`src/rtl/mrt_iter_ctrl_if.sv`:
```
// Handshake bundle between the minroot iteration sequencer and its host/engine.
// master drives job control and engine-done; slave is the sequencer itself.
interface mrt_iter_ctrl_if #(
    parameter int ITER_BITS  = 64,
    parameter int CHKPT_BITS = 16
);
    // job / engine inputs to the sequencer
    logic                  start_i;
    logic [ITER_BITS-1:0]  starting_iter_i;
    logic [ITER_BITS-1:0]  target_iter_i;
    logic [CHKPT_BITS-1:0] chkpt_interval_i;
    logic                  stop_i;
    logic                  eng_done_i;

    // sequencer outputs
    logic                  eng_start_o;
    logic                  eng_sel_feedback_o;
    logic [ITER_BITS-1:0]  eng_iter_o;
    logic [ITER_BITS-1:0]  iter_o;
    logic                  busy_o;
    logic                  done_o;
    logic                  stopped_o;
    logic                  chkpt_valid_o;
    logic                  error_o;

    modport master (
        output start_i, starting_iter_i, target_iter_i, chkpt_interval_i,
               stop_i, eng_done_i,
        input  eng_start_o, eng_sel_feedback_o, eng_iter_o, iter_o, busy_o,
               done_o, stopped_o, chkpt_valid_o, error_o
    );

    modport slave (
        input  start_i, starting_iter_i, target_iter_i, chkpt_interval_i,
               stop_i, eng_done_i,
        output eng_start_o, eng_sel_feedback_o, eng_iter_o, iter_o, busy_o,
               done_o, stopped_o, chkpt_valid_o, error_o
    );
endinterface

```
`src/rtl/mrt_iter_ctrl.sv`:
```
// Iteration sequencer for the minroot engine: launches one engine run per
// iteration, steers the engine input mux (external load vs feedback), counts
// completed iterations, strobes checkpoints, honours graceful stop and flags a
// hung engine with a watchdog. All outputs are registered.
module mrt_iter_ctrl #(
    parameter int ITER_BITS    = 64,
    parameter int CHKPT_BITS   = 16,
    parameter int TIMEOUT_BITS = 16
) (
    input  logic            clk,
    input  logic            reset,
    mrt_iter_ctrl_if.slave  bus
);
    typedef enum logic [2:0] {
        S_IDLE,
        S_LAUNCH,
        S_WAIT,
        S_DONE,
        S_ERROR
    } state_t;

    localparam logic [ITER_BITS-1:0]    ITER_ONE  = {{(ITER_BITS-1){1'b0}}, 1'b1};
    localparam logic [CHKPT_BITS-1:0]   CHKPT_ONE = {{(CHKPT_BITS-1){1'b0}}, 1'b1};
    localparam logic [TIMEOUT_BITS-1:0] WDOG_ONE  = {{(TIMEOUT_BITS-1){1'b0}}, 1'b1};
    // Watchdog value seen during the last permitted WAIT cycle; the count would
    // reach all-ones at the end of it.
    localparam logic [TIMEOUT_BITS-1:0] WDOG_LAST = {{(TIMEOUT_BITS-1){1'b1}}, 1'b0};

    state_t                  r_state;
    logic [ITER_BITS-1:0]    r_iter;
    logic [ITER_BITS-1:0]    r_target;
    logic [ITER_BITS-1:0]    r_eng_iter;
    logic [CHKPT_BITS-1:0]   r_interval;
    logic [CHKPT_BITS-1:0]   r_chkpt_cnt;
    logic [TIMEOUT_BITS-1:0] r_wdog;
    logic                    r_stop_pend;
    logic                    r_eng_start;
    logic                    r_sel_fb;
    logic                    r_busy;
    logic                    r_done;
    logic                    r_stopped;
    logic                    r_chkpt_valid;
    logic                    r_error;

    logic [ITER_BITS-1:0]    w_iter_inc;
    logic [CHKPT_BITS-1:0]   w_chkpt_inc;
    logic                    w_chkpt_hit;
    logic                    w_job_empty;

    // Increment wraps naturally; completion is an equality compare.
    assign w_iter_inc  = r_iter + ITER_ONE;
    assign w_chkpt_inc = r_chkpt_cnt + CHKPT_ONE;
    assign w_chkpt_hit = (r_interval != '0) && (w_chkpt_inc == r_interval);
    assign w_job_empty = (bus.target_iter_i <= bus.starting_iter_i);

    // Sequencer FSM: state, counters and every output register in one place.
    // Outputs that describe the LAUNCH cycle (start pulse, mux select, engine
    // iteration) are set on the transition into LAUNCH so they coincide with
    // it. The mux select is 0 only for a launch coming straight from a job
    // start (the first iteration) and 1 for every launch coming from WAIT.
    always_ff @(posedge clk) begin
        if (reset) begin
            r_state       <= S_IDLE;
            r_iter        <= '0;
            r_target      <= '0;
            r_eng_iter    <= '0;
            r_interval    <= '0;
            r_chkpt_cnt   <= '0;
            r_wdog        <= '0;
            r_stop_pend   <= 1'b0;
            r_eng_start   <= 1'b0;
            r_sel_fb      <= 1'b0;
            r_busy        <= 1'b0;
            r_done        <= 1'b0;
            r_stopped     <= 1'b0;
            r_chkpt_valid <= 1'b0;
            r_error       <= 1'b0;
        end else begin
            r_eng_start   <= 1'b0;
            r_done        <= 1'b0;
            r_chkpt_valid <= 1'b0;

            case (r_state)
                S_IDLE, S_ERROR: begin
                    if (bus.start_i) begin
                        r_target    <= bus.target_iter_i;
                        r_interval  <= bus.chkpt_interval_i;
                        r_iter      <= bus.starting_iter_i;
                        r_stopped   <= 1'b0;
                        r_error     <= 1'b0;
                        r_stop_pend <= 1'b0;
                        r_chkpt_cnt <= '0;
                        r_busy      <= 1'b1;
                        if (w_job_empty) begin
                            r_state <= S_DONE;
                            r_done  <= 1'b1;
                        end else begin
                            r_state     <= S_LAUNCH;
                            r_eng_start <= 1'b1;
                            r_sel_fb    <= 1'b0;
                            r_eng_iter  <= bus.starting_iter_i;
                        end
                    end
                end

                S_LAUNCH: begin
                    r_wdog  <= '0;
                    r_state <= S_WAIT;
                    if (bus.stop_i) begin
                        r_stop_pend <= 1'b1;
                    end
                end

                S_WAIT: begin
                    r_wdog <= r_wdog + WDOG_ONE;
                    if (bus.stop_i) begin
                        r_stop_pend <= 1'b1;
                    end
                    if (bus.eng_done_i) begin
                        r_iter <= w_iter_inc;
                        if (r_interval != '0) begin
                            if (w_chkpt_hit) begin
                                r_chkpt_valid <= 1'b1;
                                r_chkpt_cnt   <= '0;
                            end else begin
                                r_chkpt_cnt <= w_chkpt_inc;
                            end
                        end
                        if (w_iter_inc == r_target) begin
                            r_state <= S_DONE;
                            r_done  <= 1'b1;
                        end else if (r_stop_pend || bus.stop_i) begin
                            r_state   <= S_DONE;
                            r_done    <= 1'b1;
                            r_stopped <= 1'b1;
                        end else begin
                            r_state     <= S_LAUNCH;
                            r_eng_start <= 1'b1;
                            r_sel_fb    <= 1'b1;
                            r_eng_iter  <= w_iter_inc;
                        end
                    end else if (r_wdog == WDOG_LAST) begin
                        r_state <= S_ERROR;
                        r_error <= 1'b1;
                        r_busy  <= 1'b0;
                    end
                end

                S_DONE: begin
                    r_state <= S_IDLE;
                    r_busy  <= 1'b0;
                end

                default: begin
                    r_state <= S_IDLE;
                    r_busy  <= 1'b0;
                end
            endcase
        end
    end

    assign bus.eng_start_o        = r_eng_start;
    assign bus.eng_sel_feedback_o = r_sel_fb;
    assign bus.eng_iter_o         = r_eng_iter;
    assign bus.iter_o             = r_iter;
    assign bus.busy_o             = r_busy;
    assign bus.done_o             = r_done;
    assign bus.stopped_o          = r_stopped;
    assign bus.chkpt_valid_o      = r_chkpt_valid;
    assign bus.error_o            = r_error;
endmodule

```
`src/flat_wrapper.sv`:
```
// flat-port wrapper written by rule: the top's interface ports become plain ports
module mrt_iter_ctrl_flat 
#(
    parameter int ITER_BITS    = 64,
    parameter int CHKPT_BITS   = 16,
    parameter int TIMEOUT_BITS = 16
)
  (clk, reset, bus_start_i, bus_starting_iter_i, bus_target_iter_i, bus_chkpt_interval_i, bus_stop_i, bus_eng_done_i, bus_eng_start_o, bus_eng_sel_feedback_o, bus_eng_iter_o, bus_iter_o, bus_busy_o, bus_done_o, bus_stopped_o, bus_chkpt_valid_o, bus_error_o);
  mrt_iter_ctrl_if #(.ITER_BITS(ITER_BITS), .CHKPT_BITS(CHKPT_BITS)) bus_i ();
  input  logic clk;
  input  logic reset;
  input wire logic [$bits(bus_i.start_i)-1:0] bus_start_i;
  input wire logic [$bits(bus_i.starting_iter_i)-1:0] bus_starting_iter_i;
  input wire logic [$bits(bus_i.target_iter_i)-1:0] bus_target_iter_i;
  input wire logic [$bits(bus_i.chkpt_interval_i)-1:0] bus_chkpt_interval_i;
  input wire logic [$bits(bus_i.stop_i)-1:0] bus_stop_i;
  input wire logic [$bits(bus_i.eng_done_i)-1:0] bus_eng_done_i;
  output wire logic [$bits(bus_i.eng_start_o)-1:0] bus_eng_start_o;
  output wire logic [$bits(bus_i.eng_sel_feedback_o)-1:0] bus_eng_sel_feedback_o;
  output wire logic [$bits(bus_i.eng_iter_o)-1:0] bus_eng_iter_o;
  output wire logic [$bits(bus_i.iter_o)-1:0] bus_iter_o;
  output wire logic [$bits(bus_i.busy_o)-1:0] bus_busy_o;
  output wire logic [$bits(bus_i.done_o)-1:0] bus_done_o;
  output wire logic [$bits(bus_i.stopped_o)-1:0] bus_stopped_o;
  output wire logic [$bits(bus_i.chkpt_valid_o)-1:0] bus_chkpt_valid_o;
  output wire logic [$bits(bus_i.error_o)-1:0] bus_error_o;
  assign bus_i.start_i = bus_start_i;
  assign bus_i.starting_iter_i = bus_starting_iter_i;
  assign bus_i.target_iter_i = bus_target_iter_i;
  assign bus_i.chkpt_interval_i = bus_chkpt_interval_i;
  assign bus_i.stop_i = bus_stop_i;
  assign bus_i.eng_done_i = bus_eng_done_i;
  assign bus_eng_start_o = bus_i.eng_start_o;
  assign bus_eng_sel_feedback_o = bus_i.eng_sel_feedback_o;
  assign bus_eng_iter_o = bus_i.eng_iter_o;
  assign bus_iter_o = bus_i.iter_o;
  assign bus_busy_o = bus_i.busy_o;
  assign bus_done_o = bus_i.done_o;
  assign bus_stopped_o = bus_i.stopped_o;
  assign bus_chkpt_valid_o = bus_i.chkpt_valid_o;
  assign bus_error_o = bus_i.error_o;
  mrt_iter_ctrl #(.ITER_BITS(ITER_BITS), .CHKPT_BITS(CHKPT_BITS), .TIMEOUT_BITS(TIMEOUT_BITS)) u_core (.clk(clk), .reset(reset), .bus(bus_i));
endmodule
```
`config.mk`:
```
export PLATFORM = sky130hd
export DESIGN_NAME = mrt_iter_ctrl_flat
export DESIGN_NICKNAME = d
export VERILOG_FILES = /design/src/rtl/mrt_iter_ctrl_if.sv /design/src/rtl/mrt_iter_ctrl.sv /design/src/flat_wrapper.sv
export SDC_FILE = /design/constraint.sdc
export NUM_CORES = 1
export LEC_CHECK = 0
export CELL_PAD_IN_SITES_DETAIL_PLACEMENT = 2
export CELL_PAD_IN_SITES_GLOBAL_PLACEMENT = 2
export CORE_ASPECT_RATIO = 0.5
export CORE_MARGIN = 2
export CORE_UTILIZATION = 37
export DETAILED_ROUTE_END_ITERATION = 8
export DONT_BUFFER_PORTS = 1
export GPL_TIMING_DRIVEN = 0
export PLACE_DENSITY_LB_ADDON = 0.1
export SLEW_MARGIN = 5
export SYNTH_ARGS = -nofsm -noshare
export SYNTH_HDL_FRONTEND = slang
export SYNTH_SLANG_ARGS = --single-unit
```
`constraint.sdc`:
```
create_clock -name clk -period 5.35 [get_ports clk]
set_input_delay 0.8025 -clock clk [delete_from_list [all_inputs] [get_ports clk]]
set_output_delay 0.8025 -clock clk [all_outputs]
set_load 0.01 [all_outputs]
```
==> impl_metrics.csv, run 1 <==
group,metric,value,unit
clock_tree,cts_tree,"yes",
detailed_routing,antenna_left,0,
yosys,synth-warning-count,0,
yosys,avgSynthCellArea,7.58,µm²
timing,setup_violations,0,
clock_tree,cts_made_buffers,26,
timing,tns,0,ns
timing,relSlewSlack,8.45,%
global_route,grt_pass1_wl,119,mm
global_route,antenna_found_initial,7,
yosys,ys.flop_type,"dfxtp_1",
clock_tree,clk_pin_slew,0.07,ns
yosys,synth.top_cell.area_share,31.7,%
hold_path,hold_class,"input pin to register",
detailed_routing,dr.pass1.iters,5,
yosys,ys_seq_area_share,31.7,%
yosys,synth_seq_cells,251,
run_status,status,"completed",
power,peakVddDrop,0.000221,V
yosys,synth_common_cells,"257 x nand2_1, 251 x dfxtp_1, 231 x a21oi_1, 203 x nor2_1, 92 x clkbuf_1",
finish,final_nets,2340,
worst_setup_path,end_kind,"register",
floorplan,rows,53,
floorplan,start_util,37.6,%
global_route,grt_pass1_vias,17186,
detailed_routing,route.detailed.drc,0,
worst_setup_path,required,5.81,ns
yosys,yosysMostFrequentCell,"nand2_1",
yosys,synthDistinctLibCells,81,
detailed_routing,drtIter0Drc,1190,
placement,gp_congestion,0.999,
finish,syn_to_final_growth,11.7,%
worst_setup_path,crit_arrival,5.69,ns
finish,drive_above_1_share,6.86,%
timing,worst_pin_slew,1.37,ns
worst_setup_path,path_max_fanout,10,
detailed_routing,post_drt_wl_per_cell,30.4,µm
floorplan,core_area,42100,µm²
timing,rsz0062_at_grt,"no",
yosys,synth_area_leaders,"dfxtp_1 32%, a21oi_1 7.3%, nand2_1 6.1%",
global_route,overflow,0,
clock_tree,cts_hold_buf,0,
timing,fin_crit_sh,97.8,%
yosys,ys_async_sr_fraction,0,%
yosys,yosys.area.top_type,"dfxtp_1",
yosys,synth_nets,2306,
timing,finClkSkew,0.0381,ns
timing,fmax,191,MHz
placement,placed_area,16600,µm²
clock_tree,clock-sinks,251,
yosys,synth.cell_area,15800,µm²
timing,fin_crit,5.23,ns
clock_tree,worstSkewPairLatency,0.60,ns
worst_setup_path,worstSetupPathType,"register to register",
clock_tree,h-tree-depth,1,
floorplan,dieHeight,150,µm
placement,io_buffers,0,
power,p_per_area,338,nW/µm²
worst_setup_path,critPathLaunchType,"register",
detailed_routing,routed-via-count,16972,
detailed_routing,routed_via_density,6.23,
floorplan,die_area,44500,µm²
clock_tree,cts_max_path_buffers,3,
timing,finalHoldViolCount,0,
yosys,syn_inst,2089,
clock_tree,clockRootBuffer,"clkbuf_16",
power,power_leakage,6.74,nW
global_route,grt_max_degree,16,
finish,stdcell_area,17700,µm²
yosys,synth_edf_count,0,
global_route,grt.total_usage,36.7,%
floorplan,io_pins,284,
floorplan,die_w,296,µm
placement,hpwl,65.5,mm
run,maxCapViolations,0,
detailed_routing,wirelength,82.9,mm
timing,maxSlewViolCount,0,
-- final timing paths --
| path | from | end | slack [ns] | cells past startpoint |
|---|---|---|---|---|
| min | bus_chkpt_interval_i[10] | u_core.r_interval[10] | 0.33 | 2 |
| max | u_core.bus.iter_o[8] | u_core.bus.eng_iter_o[54] | 0.12 | 15 |
| max reg2reg | u_core.bus.iter_o[8] | u_core.bus.eng_iter_o[54] | 0.12 | 15 |
| min reg2reg | u_core.r_target[3] | u_core.r_target[3] | 0.48 | 2 |
-- registers in the layout, summed over array words and instances (netlist names) --
name,count
u_core.bus.eng_iter_o,64
u_core.bus.chkpt_valid_o,1
u_core.bus.error_o,1
u_core.r_interval,16
u_core.bus.done_o,1
u_core.bus.iter_o,64
u_core.bus.busy_o,1
u_core.bus.eng_sel_feedback_o,1
u_core.bus.eng_start_o,1
u_core.r_stop_pend,1
u_core.bus.stopped_o,1
u_core.r_state,3
u_core.r_wdog,16
u_core.r_target,64
u_core.r_chkpt_cnt,16
-- cell usage in the layout, fill, tap and decap left out, types with 8 or more instances in the layout --
master	count
and4_1	22
inv_1	73
nor2b_1	37
xnor2_1	82
mux2i_1	35
clkbuf_1	94
buf_1	20
o311a_1	8
buf_4	11
nor3_1	44
a311oi_1	12
o21ai_0	87
nor3b_1	11
or3_1	12
a211o_1	16
a211oi_1	19
nor2_1	203
nor4_1	13
o31ai_1	25
clkbuf_16	26
nand3_1	74
a21oi_1	231
xor2_1	49
dfxtp_1	249
buf_2	30
a22oi_1	8
nand2_1	257
and3_1	31
ha_1	68
and2_1	9
nand4_1	56
nand2b_1	24
or4_1	19
a21o_1	29
or2_2	10
-- layout make-up --
cell class / count / area, µm²
clock buffer: 30 / 676
fill: 4910 / 24400
multi-input combinational: 1613 / 10100
inverter: 73 / 274
buffer: 151 / 639
clock inverter: 18 / 219
antenna: 4 / 10.0
timing repair buffer: 7 / 52.6
tap: 577 / 722
sequential: 251 / 5030
-- layer usage --
metal	global-route usage, %	vias up	wire [µm]
li1	-	7476	-
met1	49.4	8717	36900
met2	56.2	634	35700
met3	11.6	141	7910
met4	10.4	4	2400
met5	0	-	23
-- what timing repair did --
item	in CTS	in global routing
pin swaps	2	3
gates resized for setup	11	14
buffers inserted	2	3
setup endpoints to repair	69	65
-- metrics by stage --
stage / cells / hold WS, ns / utilization [%] / setup slack (ns) / power [mW]
floorplan: 2089 / 0.437 / - / 1.24 / 3.23
global placement: 2666 / 0.458 / 39.3 / -0.769 / 3.87
detailed placement: 2668 / 0.468 / 39.4 / -0.828 / 3.92
CTS: 2718 / 0.330 / 41.7 / 0.0303 / 5.93
global route: 2720 / 0.333 / 41.9 / 0.0402 / 6.20
finish: 2724 / 0.334 / 42.0 / 0.120 / 5.98
-- worst max-delay path: stages (launching register included) --
cell and delay, ns:
dfxtp_1 0.45, buf_2 0.26, and4_1 0.21, buf_2 0.26
nand2_1 0.39, nor4_4 0.62, nand4_1 0.35, xor2_1 0.21
o2111ai_1 0.25, or4_1 0.58, nor4_4 0.28, buf_4 0.20
nand4_4 0.23, nand2_8 0.27, buf_6 0.17, mux2_1 0.33
-- cells by family after synthesis --
| group | after synthesis | synth area share (%) |
|---|---|---|
| buffers and inverters | 225 | 5.78 |
| AO/OA/AOI/OAI | 500 | 19.2 |
| XOR/XNOR | 133 | 7.45 |
| multiplexers | 43 | 2.78 |
| flip-flops | 251 | 31.7 |
| AND/OR/NAND/NOR | 869 | 27.7 |
| adder cells (fa/ha/maj) | 68 | 5.38 |
-- where the power goes --
group | switching [mW] | leakage, nW | internal [mW]
logic | 1.15 | 4.25 | 0.487
clock network | 0.909 | 0.431 | 1.11
registers | 0.290 | 2.05 | 2.04
No activity file was read; power rests on OpenSTA's default activity.
==> run 2: changes to the inputs <==
CORE_UTILIZATION = 31   (was 37)
DONT_BUFFER_PORTS = unset   (was 1)
==> impl_metrics.csv, run 2 (synthesis results as in run 1) <==
group,metric,value,unit
run_status,status,"completed",
worst_setup_path,cp_num_cells,13,
timing,maxSlewViolCount,0,
timing,setup_violations,0,
finish,final_common_cell,"clkdlybuf4s50_1",
clock_tree,clock-sinks,251,
global_route,grt.total_usage,33.0,%
power,p_per_area,310,nW/µm²
timing,fin_crit,5.33,ns
timing,worst_pin_slew,1.38,ns
run,maxCapViolations,0,
finish,final_cells,3123,
worst_setup_path,cp_top_family,"simple AND/OR/NAND/NOR gates",
clock_tree,cts_tree,"yes",
finish,drive_above_1_share,6.17,%
detailed_routing,routed-via-count,17975,
floorplan,die_w,324,µm
floorplan,dieHeight,164,µm
hold_path,hold_class,"register to register",
placement,io_buffers,281,
worst_setup_path,worst_r2r_endpoint,"u_core.bus.eng_iter_o[55]",
placement,placedCellCount,3063,
worst_setup_path,critPathLaunchType,"register",
clock_tree,cts_max_path_buffers,3,
power,power_leakage,7.86,nW
worst_setup_path,r2r_start,"u_core.bus.iter_o[18]",
floorplan,die_area,53000,µm²
clock_tree,h-tree-depth,1,
worst_setup_path,crit_path_cell_trace,"buf_2, nand3_1, nor4_1, and3_1, nand4_1, xor2_1, o211ai_1, nor3_1, nor4bb_4, nand4_4, nand2_8, buf_6, mux2_1",
worst_setup_path,crit_arrival,5.80,ns
global_route,antenna_found_initial,9,
detailed_routing,dr.pass1.iters,5,
detailed_routing,route.detailed.drc,0,
timing,rsz0062_at_grt,"no",
floorplan,io_pins,284,
finish,fillers,5895,
detailed_routing,drtIter0Drc,1298,
finish,final_nets,2627,
clock_tree,worstSkewPairLatency,0.61,ns
worst_setup_path,max_stage_delay,0.75,ns
timing,timing.hold.ws,0.477,ns
power,peakVddDrop,0.000247,V
worst_setup_path,worst_path_max_delay_cell,"nor4_1",
timing,fmax,188,MHz
detailed_routing,wirelength,89.3,mm
finish,syn_to_final_growth,30.8,%
worst_setup_path,crit_start,"u_core.bus.iter_o[18]",
finish,layout_common_cells,"281 x clkdlybuf4s50_1, 257 x nand2_1, 250 x dfxtp_1",
worst_setup_path,r2r_setup_slack,0.02,ns
detailed_routing,antenna_left,0,
floorplan,start_util,31.4,%
placement,hpwl,71.1,mm
finish,final_util,41.1,%
worst_setup_path,r2r_cells,13,
timing,relSlewSlack,8.22,%
worst_setup_path,end_kind,"register",
worst_setup_path,required,5.82,ns
timing,fin_crit_sh,99.6,%
clock_tree,cts_made_buffers,27,
clock_tree,clk_pin_slew,0.07,ns
timing,finClkSkew,0.0288,ns
global_route,grt_pass1_wl,126,mm
worst_setup_path,path_max_fanout,10,
detailed_routing,routed_via_density,5.76,
timing,finalHoldViolCount,0,
global_route,overflow,0,
global_route,grt_pass1_vias,18253,
floorplan,rows,58,
worst_setup_path,worstSetupPathType,"register to register",
worst_setup_path,cp_num_buf_inv,2,
worst_setup_path,crit_path_end,"u_core.bus.eng_iter_o[55]",
detailed_routing,post_drt_wl_per_cell,28.6,µm
global_route,grt_max_degree,15,
clock_tree,clockRootBuffer,"clkbuf_16",
placement,gp_congestion,0.969,
floorplan,core_area,50400,µm²
run 2: changes by cell type in the layout (fill, tap and decap cells not counted), sizes merged, moves of 5 or more:
cell and delta:
buf +5, clkbuf +9, clkdlybuf4s50 +281, clkinv -5
run 2: power by group:
part           internal, mW  total (mW)  leakage [nW]  switching (mW)
Combinational         0.756        2.07          5.35            1.32
Sequential             2.04        2.25          2.05           0.215
Clock                  1.16        2.09         0.463           0.930
run 2: area by class of cell:
cell class | count | area, µm² | share of cell area, %
multi-input cells | 1613 | 10000 | 48.5
flip-flops and latches | 251 | 5030 | 24.3
repair buffers | 293 | 2900 | 14.0
well taps | 690 | 863 | 4.17
clock buffers | 39 | 811 | 3.92
plain buffers | 151 | 644 | 3.11
inverters | 73 | 274 | 1.32
clock inverters | 11 | 129 | 0.623
diodes | 2 | 5.00 | 0.0242
run 2: metal layers:
layer | global-route usage (%) | share of wire, % | vias up
li1 | - | - | 8045
met1 | 45.9 | 46 | 9241
met2 | 50.9 | 43 | 580
met3 | 8.53 | 8.2 | 109
met4 | 7.58 | 2.4 | 0
met5 | 0 | 0 | -
run 2: through the flow:
stage                     TNS, ns  instance area [µm²]  total power, mW  worst slack [ns]
after floorplan                 0                15800             3.23              1.24
after global placement     -66.72                19500             4.25             -1.26
after detailed placement   -28.30                19600             4.29            -0.670
final                           0                20700             6.41            0.0214
after CTS                       0                20600             6.39            0.0312
after global routing            0                20700             6.66            0.0234
run 2: worst min-delay path by stage:
stage | start | depth (start not counted) | slack, ns | endpoint
floorplan | u_core.r_target[27] | 2 | 0.44 | u_core.r_target[27]
global placement | u_core.r_target[37] | 2 | 0.46 | u_core.r_target[37]
detailed placement | u_core.r_target[22] | 2 | 0.47 | u_core.r_target[22]
CTS | u_core.r_target[22] | 2 | 0.48 | u_core.r_target[22]
global route | u_core.r_target[13] | 2 | 0.50 | u_core.r_target[13]
finish | u_core.r_target[22] | 2 | 0.48 | u_core.r_target[22]
run 2: worst reg2reg max path: cells and delay by family, from the launching register on:
kind	cells	cell delay, ns
AOI/OAI and AO/OA	1	0.20
xor gates and xnor gates	1	0.49
DFF	1	0.41
muxes	1	0.33
buffers and inverters	2	0.42
and+or+nand+nor	8	3.35
run 2: what timing repair did:
item,4_1_cts,5_1_grt
resized for setup,13,11
hold buffers,0,0
endpoints found under the setup margin,69,58
gates cloned,0,0
setup buffers,4,5
pin swaps,3,4
==> run 3: changes to the inputs <==
SKIP_CTS_REPAIR_TIMING = 1   (was unset)
SLEW_MARGIN = unset   (was 5)
==> impl_metrics.csv, run 3 (synthesis results as in run 1) <==
group,metric,value,unit
run_status,status,"completed",
floorplan,die_w,324,µm
hold_path,hold_class,"register to register",
timing,timing.hold.ws,0.475,ns
finish,final_nets,2626,
worst_setup_path,critPathLaunchType,"register",
clock_tree,cts_tree,"yes",
timing,worst_pin_slew,1.39,ns
detailed_routing,antenna_left,0,
timing,fin_crit,5.17,ns
clock_tree,worstSkewPairLatency,0.61,ns
worst_setup_path,crit_arrival,5.64,ns
placement,hpwl,71.0,mm
finish,layout_common_cells,"281 x clkdlybuf4s50_1, 257 x nand2_1, 250 x dfxtp_1",
worst_setup_path,end_kind,"register",
global_route,grt_max_degree,15,
hold_path,whs_path_depth,2,
global_route,overflow,0,
timing,relSlewSlack,7.44,%
worst_setup_path,r2r_cells,15,
timing,setup_violations,0,
floorplan,die_area,53000,µm²
placement,gp_congestion,0.969,
global_route,grt_pass1_vias,18209,
timing,fmax,193,MHz
worst_setup_path,worstSetupPathType,"register to register",
detailed_routing,routed-via-count,18004,
detailed_routing,dr.pass1.iters,7,
global_route,grt_pass1_wl,127,mm
power,peakVddDrop,0.000231,V
global_route,antenna_found_initial,6,
detailed_routing,routed_via_density,5.77,
clock_tree,clock-sinks,251,
run,maxCapViolations,0,
timing,finClkSkew,0.0306,ns
finish,syn_to_final_growth,30.2,%
clock_tree,h-tree-depth,1,
clock_tree,clockRootBuffer,"clkbuf_16",
clock_tree,cts_made_buffers,27,
floorplan,start_util,31.4,%
detailed_routing,drtIter0Drc,1438,
floorplan,io_pins,284,
floorplan,core_area,50400,µm²
timing,maxSlewViolCount,0,
worst_setup_path,required,5.82,ns
detailed_routing,post_drt_wl_per_cell,28.5,µm
power,power_leakage,7.81,nW
timing,tns,0,ns
finish,drive_above_1_share,5.93,%
finish,final_common_cell,"clkdlybuf4s50_1",
floorplan,dieHeight,164,µm
timing,finalHoldViolCount,0,
placement,io_buffers,281,
clock_tree,cts_max_path_buffers,3,
timing,rsz0062_at_grt,"no",
floorplan,rows,58,
detailed_routing,wirelength,88.8,mm
clock_tree,clk_pin_slew,0.08,ns
worst_setup_path,path_max_fanout,10,
power,p_per_area,303,nW/µm²
timing,fin_crit_sh,96.7,%
detailed_routing,route.detailed.drc,0,
global_route,grt.total_usage,33.0,%
-- run 3: worst max-delay path, cell delays in order, from the launching register on --
cell     delay [ns]
dfxtp_1        0.35
buf_2          0.19
and4_1         0.16
buf_2          0.20
nand2_1        0.43
nor2_1         0.18
or4_1          0.50
or4_1          0.54
nor3_1         0.70
nand4_1        0.33
nor4_4         0.21
buf_4          0.20
nand4_4        0.23
nand2_8        0.28
buf_6          0.18
mux2_1         0.32
-- run 3: per-stage QoR --
step	worst slack (ns)	power [mW]	instances	cell area, µm²	utilization, %
2_1_floorplan	1.24	3.23	2089	15800	-
3_3_place_gp	-1.26	4.25	3060	19500	38.7
3_5_place_dp	-0.957	4.29	3063	19500	38.8
4_1_cts	-1.08	6.21	3112	20400	40.5
5_1_grt	0.0185	6.51	3119	20600	40.9
6_report	0.175	6.25	3120	20600	40.9
-- run 3: metal layers --
layer	wire length (µm)	GRT usage (%)
met1	42300	48.0
met2	38800	51.4
met3	6230	5.57
met5	0	0
met4	1540	5.98
-- run 3: power breakdown --
group          switching [mW]  internal (mW)
registers               0.214           2.04
clock network           0.911           1.02
logic                    1.31          0.756
-- run 3: layout make-up --
cell class                 count  area [µm²]
antenna                        1        2.50
buffer                       151         642
clock buffer                  41         788
clock inverter                 8        61.3
fill                        5882       29800
inverter                      73         274
multi-input combinational   1613       10100
sequential                   251        5030
tap                          690         863
timing repair buffer         292        2900
-- run 3: final timing paths --
| kind | from | to | slack (ns) |
|---|---|---|---|
| hold / removal | u_core.r_target[22] | u_core.r_target[22] | 0.47 |
| setup / recovery | u_core.bus.iter_o[8] | u_core.bus.eng_iter_o[55] | 0.18 |
| hold reg to reg | u_core.r_target[22] | u_core.r_target[22] | 0.47 |
| setup reg to reg | u_core.bus.iter_o[8] | u_core.bus.eng_iter_o[55] | 0.18 |
